## src/rtl/clock_pkg.sv

```systemverilog
// Shared definitions for the CPU clock sequencer: FSM encodings and divider helper.
package clock_pkg;

    typedef logic [2:0] state_t;

    localparam state_t STOPPED  = 3'd0;
    localparam state_t RUN      = 3'd1;
    localparam state_t STOPPING = 3'd2;
    localparam state_t STEP_HI  = 3'd3;
    localparam state_t STEP_LO  = 3'd4;
    localparam state_t HALTED   = 3'd5;

    // A divider of 0 would never reach a phase end; treat it as 1.
    function automatic logic [31:0] effDiv(input logic [31:0] d);
        return (d == 32'd0) ? 32'd1 : d;
    endfunction

endpackage

```

## src/rtl/debounce.sv

```systemverilog
// Two-flop synchronizer followed by a stability counter: the output follows the
// synchronized input only after it has differed for DEBOUNCE_CYCLES consecutive cycles.
module debounce #(
    parameter int unsigned DEBOUNCE_CYCLES = 12000
) (
    input  logic fastClk,
    input  logic rst,
    input  logic in,
    output logic out
);

    localparam int unsigned CW = $clog2(DEBOUNCE_CYCLES + 1);

    logic          sync1;
    logic          sync2;
    logic [CW-1:0] stableCnt;

    // Synchronize the raw button into the fastClk domain.
    always_ff @(posedge fastClk) begin
        if (rst) begin
            sync1 <= 1'b0;
            sync2 <= 1'b0;
        end else begin
            sync1 <= in;
            sync2 <= sync1;
        end
    end

    // Accept a new level only once it has been stable long enough; any glitch restarts.
    always_ff @(posedge fastClk) begin
        if (rst) begin
            stableCnt <= '0;
            out       <= 1'b0;
        end else if (sync2 == out) begin
            stableCnt <= '0;
        end else if (stableCnt == CW'(DEBOUNCE_CYCLES - 1)) begin
            stableCnt <= '0;
            out       <= sync2;
        end else begin
            stableCnt <= stableCnt + CW'(1);
        end
    end

endmodule

```

## src/rtl/clock_sequencer.sv

```systemverilog
// CPU clock generator: free-run divided clock, single-step from a debounced button,
// glitch-free stop and halt (a high phase is always completed before stopping).
module clock_sequencer
    import clock_pkg::*;
#(
    parameter int unsigned DEBOUNCE_CYCLES = 12000,
    parameter int unsigned CNT_W           = 16
) (
    input  logic             fastClk,
    input  logic             rst,
    input  logic             stepMode,
    input  logic             runEn,
    input  logic             stepBtn,
    input  logic             halt,
    input  logic [31:0]      divider,
    output logic             cpuClk,
    output logic             riseTick,
    output logic             fallTick,
    output logic [2:0]       state,
    output logic [CNT_W-1:0] cycleCount
);

    logic        dbLevel;
    logic        dbPrev;
    logic        stepReq;
    logic [31:0] halfCnt;
    logic [31:0] halfCntD;
    logic [31:0] divLatch;
    logic [31:0] curDiv;
    logic [31:0] cntNext;
    logic        phaseEnd;
    logic        haltPend;
    logic        haltPendD;
    logic        haltReq;
    logic        stopReq;
    logic        cpuClkD;
    logic        riseD;
    logic        fallD;
    state_t      stateD;

    debounce #(
        .DEBOUNCE_CYCLES(DEBOUNCE_CYCLES)
    ) u_debounce (
        .fastClk(fastClk),
        .rst    (rst),
        .in     (stepBtn),
        .out    (dbLevel)
    );

    assign stepReq = dbLevel & ~dbPrev;

    // The divider is sampled only at a half-period boundary so a phase never changes length.
    assign curDiv   = (halfCnt == 32'd0) ? effDiv(divider) : divLatch;
    assign phaseEnd = (halfCnt == curDiv - 32'd1);
    assign cntNext  = phaseEnd ? 32'd0 : halfCnt + 32'd1;
    assign haltReq  = halt | haltPend;
    assign stopReq  = stepMode | ~runEn;

    // Next-state logic: clock phase counting, stop/halt handling and step sequencing.
    always_comb begin
        stateD    = state;
        cpuClkD   = cpuClk;
        halfCntD  = halfCnt;
        haltPendD = haltPend;
        riseD     = 1'b0;
        fallD     = 1'b0;
        case (state)
            STOPPED: begin
                cpuClkD  = 1'b0;
                halfCntD = 32'd0;
                if (haltReq) begin
                    stateD = HALTED;
                end else if (!stepMode && runEn) begin
                    stateD = RUN;
                end else if (stepMode && stepReq) begin
                    stateD  = STEP_HI;
                    cpuClkD = 1'b1;
                    riseD   = 1'b1;
                end
            end
            RUN: begin
                if (!cpuClk) begin
                    if (haltReq) begin
                        stateD   = HALTED;
                        halfCntD = 32'd0;
                    end else if (stopReq) begin
                        stateD   = STOPPED;
                        halfCntD = 32'd0;
                    end else begin
                        halfCntD = cntNext;
                        if (phaseEnd) begin
                            cpuClkD = 1'b1;
                            riseD   = 1'b1;
                        end
                    end
                end else begin
                    // High phase always runs to completion; halt is remembered until then.
                    haltPendD = haltReq;
                    halfCntD  = cntNext;
                    if (phaseEnd) begin
                        cpuClkD = 1'b0;
                        fallD   = 1'b1;
                        if (haltReq) begin
                            stateD = HALTED;
                        end else if (stopReq) begin
                            stateD = STOPPED;
                        end
                    end else if (!haltReq && stopReq) begin
                        stateD = STOPPING;
                    end
                end
            end
            STOPPING, STEP_HI: begin
                haltPendD = haltReq;
                halfCntD  = cntNext;
                if (phaseEnd) begin
                    cpuClkD = 1'b0;
                    fallD   = 1'b1;
                    if (haltReq) begin
                        stateD = HALTED;
                    end else if (state == STEP_HI) begin
                        stateD = STEP_LO;
                    end else begin
                        stateD = STOPPED;
                    end
                end
            end
            STEP_LO: begin
                if (haltReq) begin
                    stateD   = HALTED;
                    halfCntD = 32'd0;
                end else begin
                    halfCntD = cntNext;
                    if (phaseEnd) begin
                        stateD = STOPPED;
                    end
                end
            end
            HALTED: begin
                cpuClkD   = 1'b0;
                halfCntD  = 32'd0;
                haltPendD = 1'b0;
            end
            default: begin
                stateD    = STOPPED;
                cpuClkD   = 1'b0;
                halfCntD  = 32'd0;
                haltPendD = 1'b0;
            end
        endcase
    end

    // State, clock and tick registers; ticks are registered alongside cpuClk.
    always_ff @(posedge fastClk) begin
        if (rst) begin
            state      <= STOPPED;
            cpuClk     <= 1'b0;
            riseTick   <= 1'b0;
            fallTick   <= 1'b0;
            cycleCount <= '0;
            halfCnt    <= 32'd0;
            divLatch   <= 32'd1;
            haltPend   <= 1'b0;
            dbPrev     <= 1'b0;
        end else begin
            state    <= stateD;
            cpuClk   <= cpuClkD;
            riseTick <= riseD;
            fallTick <= fallD;
            halfCnt  <= halfCntD;
            divLatch <= curDiv;
            haltPend <= haltPendD;
            dbPrev   <= dbLevel;
            if (riseD) begin
                cycleCount <= cycleCount + CNT_W'(1);
            end
        end
    end

endmodule
```

## config.mk

```make
export PLATFORM = sky130hd
export DESIGN_NAME = clock_sequencer
export DESIGN_NICKNAME = d
export VERILOG_FILES = /design/src/rtl/clock_pkg.sv /design/src/rtl/debounce.sv /design/src/rtl/clock_sequencer.sv
export SDC_FILE = /design/constraint.sdc
export NUM_CORES = 1
export LEC_CHECK = 0
export ABC_AREA = 1
export CORE_ASPECT_RATIO = 0.8
export CORE_MARGIN = 10
export CORE_UTILIZATION = 50
export CTS_CLUSTER_SIZE = 10
export DETAILED_ROUTE_END_ITERATION = 12
export PLACE_DENSITY = 0.7
export SLEW_MARGIN = 20
export SYNTH_ARGS = -nofsm -noshare
export SYNTH_HDL_FRONTEND = slang
export SYNTH_SLANG_ARGS = --single-unit
```

## constraint.sdc

```tcl
create_clock -name fastClk -period 4.1 [get_ports fastClk]
set_input_delay 0.82 -clock fastClk [delete_from_list [all_inputs] [get_ports fastClk]]
set_output_delay 0.82 -clock fastClk [all_outputs]
set_load 0.1 [all_outputs]
```

### Yosys cells after proc, flatten, opt, wreduce, memory -nomap -nowiden

Cells that the tools add are included.

| word-level totals | value |
|---|---|
| output and inout port bits | 22 |
| logic and storage cells | 92 |
| bits of input ports | 38 |
| register bits | 105 |

| cells by class | value |
|---|---|
| equal/unequal tests | 13 |
| reductions and logical operators | 15 |
| multiplexer cells | 38 |
| add/sub/neg operators | 4 |
| bitwise logic cells | 9 |

Operators by type and width:

| cell | number |
|---|---|
| 32-bit 2-to-1 mux | 7 |
| 32-bit case mux with 3 select lines | 1 |
| 32-bit logical NOT | 2 |
| 3-bit 2-to-1 mux | 13 |
| 32-bit by 1-bit adder with 32-bit output (second input constant) | 1 |
| 32-bit equality test | 1 |
| 32-bit by 1-bit subtractor with 32-bit output (second input constant) | 1 |
| 16-bit by 1-bit adder with 16-bit output (second input constant) | 1 |
| 3-bit case mux with 5 select lines | 1 |
| 14-bit by 1-bit adder with 14-bit output (second input constant) | 1 |
| 14-bit equality test (second input constant) | 1 |
| 1-bit 2-to-1 mux | 12 |
| 4-bit != test (second input constant) | 2 |
| 3-bit by 2-bit equality test with 1-bit output (second input constant) | 2 |
| 3-bit equality test (second input constant) | 2 |
| 1-bit NOT | 6 |
| 2-bit AND reduction | 3 |
| 5-bit AND reduction | 1 |
| 2-bit != test (second input constant) | 2 |
| 1-bit case mux with 2 select lines | 2 |
| 1-bit case mux with 4 select lines | 1 |
| 2-bit OR reduction | 2 |
| 3-bit by 1-bit equality test with 1-bit output (second input constant) | 1 |
| 1-bit logical AND | 3 |
| 8 further kinds | 10 |

### Logic depth before layout (Yosys ltp)

Gate-level depths: netlist of run 1.

| depth | value |
|---|---|
| depth after elaboration | 10 |
| gate-level depth with buffers | 29 |
| depth with buffers taken out | 27 |

### Cells and area by module

A second synthesis of run 1 with hierarchy kept.

| unflattened totals | value |
|---|---|
| cells, all modules | 1246 |
| area, all modules | 7533.5 sq um |

Modules (own cells, without submodules):

| module | sequential area each (sq um) | area an instance (sq um) | cells each | times used |
|---|---|---|---|---|
| clock_sequencer | 1761.7 | 6706.4 | 1133 | 1 |
| debounce | 340.3 | 827.0 | 113 | 1 |

### Worst setup path after synthesis of run 1

Ideal clock, no wire load.

| timing | value |
|---|---|
| path type | flip-flop to flip-flop |
| from | register halfCnt[0] |
| to | register cycleCount[3] |
| buffers on the path | 3 |
| data required time | 3.981 ns |
| period minus slack after synthesis | 3.286 ns |
| stages on the path, launching flop included | 26 |
| path slack | 0.814 ns |
| setup time | 0.119 ns |
| data arrival time | 3.167 ns |
| path through | dfxtp_1 inv_1 ha_1 nand2_1 nor2_1 nand2_2 nor2_8 buf_6 nand3_2 nand2_4 ha_1 nand3_1 nor2_2 nand3_2 nor2_2 buf_4 nand3_1 nand2_1 nand3_1 nor2_2 nand4_1 nand2_1 buf_4 nand3_1 nand2_1 nor2_1 |

| between the ends | value |
|---|---|
| longest elaborated chain between the ends | 9 |

RTL lines:

| item | line | RTL |
|---|---|---|
| start, declared | clock_sequencer.sv:26 | `logic [31:0] halfCnt;` |
| start signal, assigned | clock_sequencer.sv:170 | `halfCnt <= halfCntD;` |
| 32-bit logical NOT | clock_sequencer.sv:53 | `assign curDiv = (halfCnt == 32'd0) ? effDiv(divider) : divLatch;` |
| 32-bit 2-to-1 mux | clock_sequencer.sv:53 |  |
| 32-bit by 1-bit subtractor with 32-bit output | clock_sequencer.sv:54 | `assign phaseEnd = (halfCnt == curDiv - 32'd1);` |
| 32-bit equality test * | clock_sequencer.sv:54 |  |
| 1-bit 2-to-1 mux * | clock_sequencer.sv:91 | `if (phaseEnd) begin` |
| 1-bit 2-to-1 mux * | clock_sequencer.sv:86 | `end else if (stopReq) begin` |
| 1-bit 2-to-1 mux * | clock_sequencer.sv:83 | `if (haltReq) begin` |
| 1-bit 2-to-1 mux * | clock_sequencer.sv:82 | `if (!cpuClk) begin` |
| 1-bit case mux with 2 select lines * | clock_sequencer.sv:67 | `case (state)` |
| end signal, assigned | clock_sequencer.sv:175 | `cycleCount <= cycleCount + CNT_W'(1);` |
| end, declared | clock_sequencer.sv:20 | `output logic [CNT_W-1:0] cycleCount` |

Mark *: on every way between the ends. The rest lies on a longest branch, timed or not.
A chain may end at the register's enable or synchronous reset.

### Worst setup path in the final report of run 1

| timing | value |
|---|---|
| from | register halfCnt[0] |
| to | register cycleCount[8] |

The elaborated chain is that of the path after synthesis.

==> results.ini, run 1 <==
[clock_tree]
numCtsBuffers = 9
cts-root-buf = clkbuf_16
clk_pin_slew_ps = 80
cts_buffer_depth = 2
cts_tree = done
cts_setup_buffers = 0
cts_sinks = 105
clkLatencyLatePin_ps = 360
htreeDepth = 3

[routing]
drcViolationCount = 0
drtPass1Iterations = 5
num_vias = 7969
drt_iter0_drc = 622
viasPerCell = 5.18
finalWirelength_mm = 22.2
ant_nets = 0
wl_per_cell_um = 14.4

[setup_path]
timing.rr.end = cycleCount[8]$_SDFFE_PP0P_
critPathCapture = cycleCount[8]$_SDFFE_PP0P_
reg2reg_depth = 25
critPathRequiredTime_ps = 4360
r2r_start = halfCnt[0]$_SDFF_PP0_
crit_path_start = halfCnt[0]$_SDFF_PP0_
r2r_slack_ps = 330
crit_path_end_kind = flip-flop
start_kind = flip-flop
critPathKind = flip-flop to flip-flop
crit_arrival_ps = 4030
critPathMaxFanout = 24

[timing]
period_minus_slack_ps = 3770
relSlewSlack_pct = 34.1
holdWs_ps = 411
tightest_slew_ps = 985
tns_ps = 0
slew_viol_final = 0
rsz0062_at_grt = false
max_freq_mhz = 265
finClkSkew_ps = 9.69
hold_violations = 0
finalCritPeriodShare_pct = 91.9
finalSetupViolations = 0

[floorplan]
die_h_um = 130
pin_count = 60
initial_core_util_pct = 50.8
fp.dieW_um = 158
core_area_um2 = 14900
die_area_um2 = 20500
rows = 40

[yosys]
synth_ff_type = dfxtp_1
synthArstFlopShare_pct = 0
syn_inst = 1280
synth.distinct_cells = 40
synth_edf_count = 0
seq_area_frac_synth_pct = 27.8
ys_seq_elements = 105
syn_area_um2 = 7570
syn-num-nets = 1323
avgSynthCellArea_um2 = 5.92
yosysWarnings = 0

[power_and_ir_drop]
powerDensity_nw_per_um2 = 355
leakagePower_nw = 3.90
vdd_drop_max_v = 0.000206
power_mw = 3.09

[final_layout]
fin_nets = 1388
nFillCells = 1554
n_antenna_cell = 0
layout_commonest_cell = nand2_1
drive_gt1_share_pct = 8.30
seqCellArea_um2 = 2100
synthToLayoutAreaGrowth_pct = 15.1
multi_input_area_um2 = 4640
mostFrequentLayoutCells = nand2_1 (383), nor2_1 (232), inv_1 (160), dfxtp_1 (105), nand3_1 (70)
design_area_um2 = 8720

[hold_path]
hp-class = flip-flop to flip-flop

[placement]
hpwlAfterDp_mm = 17.9
placed_area_um2 = 8430
portBuffers = 59
place.gp.congestion = 0.980

[global_route]
grt_pass1_wl_mm = 35.8
grt_usage_pct = 21.7
antenna_found_initial = 0
grt_max_degree = 51
first_global_vias = 7102
overflow = 0

[flow_run]
cap_violations = 0

[outcome]
status = complete, no violations

==> cell families (layout without fill, tap and decap cells) <==
family                   Yosys count  in the layout  synth area share, %
AO/OA/AOI/OAI                     91             91                 6.67
AND/OR/NAND/NOR                  819            819                 47.3
adder cells (fa/ha/maj)            5              5                0.826
buffers and inverters            205            275                 11.1
flip-flops                       105            105                 27.8
XOR/XNOR                          55             55                 6.36
==> cell usage after synthesis (5+ instances only) <==
library cell  count  area (um2)
nor4_1            8        50.1
ha_1              5        62.6
o21ai_1          16        80.1
nand2_1         383        1440
inv_2            15        56.3
nand3_1          70         350
o21ai_2           5        43.8
nor2_1          233         875
o21ai_0          15        75.1
xnor2_1           5        43.8
nor3_1           25         125
a21oi_1          40         200
clkbuf_1         10        37.5
inv_1           160         601
buf_2             9        45.0
nor3b_1           5        37.5
nand4_1          42         263
xor2_1           50         438
nand2_2           8        50.1
nor2_2           24         150
buf_4             5        37.5
nor2_4            6        67.6
dfxtp_1         105        2100
==> worst min-delay path by stage <==
stage                                       end  slack [ps]                        start  cells after the start
floorplan           u_debounce.sync2$_SDFF_PP0_         390  u_debounce.sync1$_SDFF_PP0_                      2
global placement    u_debounce.sync2$_SDFF_PP0_         400  u_debounce.sync1$_SDFF_PP0_                      2
detailed placement  u_debounce.sync2$_SDFF_PP0_         400  u_debounce.sync1$_SDFF_PP0_                      2
CTS                 u_debounce.sync2$_SDFF_PP0_         410  u_debounce.sync1$_SDFF_PP0_                      2
global route        u_debounce.sync2$_SDFF_PP0_         440  u_debounce.sync1$_SDFF_PP0_                      2
finish              u_debounce.sync2$_SDFF_PP0_         410  u_debounce.sync1$_SDFF_PP0_                      2
==> critical path, cell delays in order, from the launching register on <==
cell and delay, ps:
dfxtp_1 350, inv_1 90, ha_2 270, nand2_1 70
nor2_1 90, nand2_1 60, nor2_2 270, buf_4 240
nand4_1 120, nand2_1 180, nand2_1 100, nor2_2 130
nand2_2 160, nor2_4 230, nand2_1 80, nand2_1 60
nand2_1 110, nor2_1 110, nand2_1 70, nor2_2 150
nand4_1 170, nand2_1 150, buf_12 180, nand4_1 80
nand2_1 80, nor2_1 50
==> through the flow <==
step / util, % / setup WS, ps / cells
after floorplan: - / 814 / 1280
after global placement: 56.5 / 113 / 1523
after detailed placement: 56.5 / 52.7 / 1523
after CTS: 58.4 / 309 / 1539
after global routing: 58.4 / 1.05 / 1539
final: 58.4 / 330 / 1539
==> state kept, by name, indices dropped and copies added, names as in the netlist <==
| register | count |
|---|---|
| u_debounce.sync2 | 1 |
| cycleCount | 16 |
| cpuClk | 1 |
| divLatch | 32 |
| haltPend | 1 |
| riseTick | 1 |
| u_debounce.out | 1 |
| u_debounce.stableCnt | 14 |
| state | 3 |
| u_debounce.sync1 | 1 |
| dbPrev | 1 |
| halfCnt | 32 |
| fallTick | 1 |
==> area by class of cell <==
type	instances	share of cell area, %
clock buffers	9	2.58
flip-flops and latches	105	24.1
clock inverters	7	0.703
inverters	175	7.54
well taps	189	2.71
multi-input cells	970	53.2
repair buffers	84	9.16
==> power breakdown <==
part | internal (mW) | total [mW] | switching, mW | leakage [nW]
registers | 1.08 | 1.11 | 0.0357 | 0.856
logic | 0.345 | 1.13 | 0.784 | 2.90
clock network | 0.424 | 0.849 | 0.425 | 0.140
==> layer usage <==
metal / track usage (%) / up-vias / part of all wire [%]
met5: 0 / - / 0
met4: 5.43 / 0 / 1.7
met3: 5.53 / 29 / 9.9
met2: 30.0 / 300 / 39
met1: 32.3 / 3528 / 50
li1: - / 4112 / -
==> repair_timing <==
action	4_1_cts	5_1_grt
endpoints found under the setup margin	0	47
hold buffers	0	0
gates resized for setup	0	2
(Power assumes the default switching activity.)
==> run 2: changes to the inputs <==
--- a/config.mk
+++ b/config.mk
@@ -12,7 +12,6 @@
 export CTS_CLUSTER_SIZE = 10
 export DETAILED_ROUTE_END_ITERATION = 12
 export PLACE_DENSITY = 0.7
-export SLEW_MARGIN = 20
 export SYNTH_ARGS = -nofsm -noshare
 export SYNTH_HDL_FRONTEND = slang
 export SYNTH_SLANG_ARGS = --single-unit
==> results of run 2 <==
Final layout, timing and power as in run 1 (identical DEF).
==> run 3: changes to the inputs <==
--- a/config.mk
+++ b/config.mk
@@ -14,4 +14,5 @@
 export PLACE_DENSITY = 0.7
 export SYNTH_ARGS = -nofsm -noshare
 export SYNTH_HDL_FRONTEND = slang
+export SYNTH_HIERARCHICAL = 1
 export SYNTH_SLANG_ARGS = --single-unit
==> run 3 against run 2 <==
- final area rose by 3.3%
- sequential cell count unchanged
- critical path depth shrank 1
- global-route usage fell by 1.2 points
- non-clock buffer count grew 29
- first-iteration DRC count up 13%
- die area is 0.47% lower
- clock power grew 8.5%
- largest cell class unchanged
==> results.ini, run 3 <==
[outcome]
status = complete, no violations

[power_and_ir_drop]
leakagePower_nw = 4.07
share_seq_of_total_power_pct = 36.3
power_mw = 3.02
p_comb_share_pct = 33.2
p_int_mw = 1.91
p_sw_share_pct = 36.8
clkPwrFrac_pct = 30.5
vdd_drop_max_v = 0.000229
powerDensity_nw_per_um2 = 336
switchingPower_mw = 1.11

[placement]
hpwlAfterDp_mm = 16.7
placedCellCount = 1524
place.gp.congestion = 0.985
portBuffers = 59

[floorplan]
die_h_um = 130
rows = 40
fp.dieW_um = 157
die_area_um2 = 20400
initial_core_util_pct = 50.5
core_area_um2 = 14900
pin_count = 60

[final_layout]
n_antenna_cell = 0
layout_commonest_cell = nand2_1
fin_nets = 1393
nFillCells = 1505
drive_gt1_share_pct = 14.1
final_cells = 1544
largestRegisters = divLatch: 32 flops, halfCnt: 32 flops, cycleCount: 16 flops
mostFrequentLayoutCells = nand2_1 (361), nor2_1 (208), inv_1 (171), dfxtp_1 (105), nand3_1 (70)
synthToLayoutAreaGrowth_pct = 19.5

[setup_path]
critPathRequiredTime_ps = 4350
critPathKind = input port to flip-flop
timing.rr.end = cycleCount[7]$_SDFFE_PP0P_
critPathMaxFanout = 8
start_kind = input port
r2r_slack_ps = 190
r2r_start = halfCnt[0]$_SDFF_PP0_
reg2reg_depth = 24
crit_path_start = divider[31]
crit_path_end_kind = flip-flop
crit_arrival_ps = 4170

[yosys]
syn_area_um2 = 7530
synthArstFlopShare_pct = 0
synth_area_leaders = dfxtp_1 (28%), nand2_1 (18%), nor2_1 (11%)
avgSynthCellArea_um2 = 6.05
syn-num-nets = 1289
synth_edf_count = 0
yosysWarnings = 6
ys_seq_elements = 105
seq_area_frac_synth_pct = 27.9
synth_commonest_cells = nand2_1 (363), nor2_1 (215), inv_1 (171)
syn_inst = 1246
synth.top_cell.area_share_pct = 27.9
synth_ff_type = dfxtp_1
synth.distinct_cells = 43
yosysMostFrequentCell = nand2_1
yosys.area.top_type = dfxtp_1

[global_route]
grt_max_degree = 48
grt_pass1_wl_mm = 34.0
first_global_vias = 7016
antenna_found_initial = 0
overflow = 0
grt_usage_pct = 20.4

[timing]
hold_violations = 0
relSlewSlack_pct = 34.1
finalSetupViolations = 0
tightest_slew_ps = 985
slew_viol_final = 0
period_minus_slack_ps = 3920
max_freq_mhz = 255
finClkSkew_ps = 8.83
tns_ps = 0
finalCritPeriodShare_pct = 95.5

[clock_tree]
clk_pin_slew_ps = 70
cts_buffer_depth = 2
cts_tree = done
cts_sinks = 105
htreeDepth = 3
clkLatencyLatePin_ps = 360
numCtsBuffers = 9
cts-root-buf = clkbuf_16

[hold_path]
hold-path-endpoint = u_debounce/sync2$_SDFF_PP0_
hp-start = u_debounce/sync1$_SDFF_PP0_
min_path_cells = 2
hp-class = flip-flop to flip-flop

[routing]
ant_nets = 0
wl_per_cell_um = 13.6
viasPerCell = 5.07
drcViolationCount = 0
drtPass1Iterations = 5
finalWirelength_mm = 20.9
num_vias = 7832
drt_iter0_drc = 705

[flow_run]
cap_violations = 0

[run 3: cell count changes after synthesis, moves of 9 or more]
cell     delta
inv_1      +11
inv_2       -9
nand2_1    -20
nand2_2    +22
nand4_1    -13
nor2_1     -18
o21ai_1    -13
[run 3: cell families after synthesis]
group | count (synthesis) | synth area share (%)
AO/OA/AOI/OAI | 69 | 5.08
flip-flops | 105 | 27.9
XOR/XNOR | 46 | 5.35
adder cells (fa/ha/maj) | 5 | 0.830
AND/OR/NAND/NOR | 819 | 49.0
buffers and inverters | 202 | 11.8
[run 3: through the flow]
stage	util (%)	worst slack, ps	cell area (um2)	hold WS, ps
finish	60.4	184	9000	412
global route	60.4	-30.1	9000	448
CTS	59.6	171	8890	420
detailed placement	57.5	-192	8580	399
global placement	57.5	-143	8580	400
floorplan	-	709	7530	388
[run 3: how the worst max path moves through the flow]
stage                                        endpoint  slack [ps]
after floorplan           cycleCount[10]$_SDFFE_PP0P_         710
after detailed placement  cycleCount[10]$_SDFFE_PP0P_        -190
after CTS                 cycleCount[10]$_SDFFE_PP0P_         170
after global placement    cycleCount[10]$_SDFFE_PP0P_        -140
after global routing      cycleCount[10]$_SDFFE_PP0P_         -30
final                      cycleCount[7]$_SDFFE_PP0P_         180
[run 3: worst max-delay path: stages]
cell	delay [ps]
clkdlybuf4s50_1	500
nor2_2	70
nand4_1	110
nor2_1	50
buf_4	150
nand2_1	60
nand3_1	90
nand2_2	90
ha_2	190
nand3_2	110
nor2_4	160
nand3_2	110
buf_4	160
nor2_4	190
nand3_2	120
xnor2_2	160
or2_1	250
nor2_2	110
nand3_2	140
nand2_4	130
buf_4	130
nand2_1	50
o21ai_0	140
nor2_1	60
[run 3: per-layer routing]
layer	routed length (um)	vias to the layer above	GRT usage (%)
li1	-	4062	-
met1	10600	3535	29.1
met2	8820	205	31.6
met3	1310	30	3.62
met4	246	0	4.39
met5	0	-	0
[run 3: power groups by stage]
stage	sequential (mW)	clock, mW	combinational, mW
CTS	1.10	0.933	0.977
detailed placement	1.12	0	0.974
global placement	1.12	0	0.969
floorplan	1.19	0	0.626
finish	1.10	0.921	1.00
global route	1.10	0.975	1.11
[run 3: layout make-up]
cell class              count  area, um2  area share (%)
multi-input cells         940       4630            51.4
flip-flops and latches    105       2100            23.4
repair buffers            113       1040            11.6
inverters                 181        681            7.56
clock buffers              12        256            2.85
well taps                 189        236            2.63
clock inverters             4       56.3           0.626
[run 3: repair_timing]
action,4_1_cts,5_1_grt
resized for setup,0,21
setup endpoints to repair,0,50
hold buffers,0,0
setup buffers,0,3
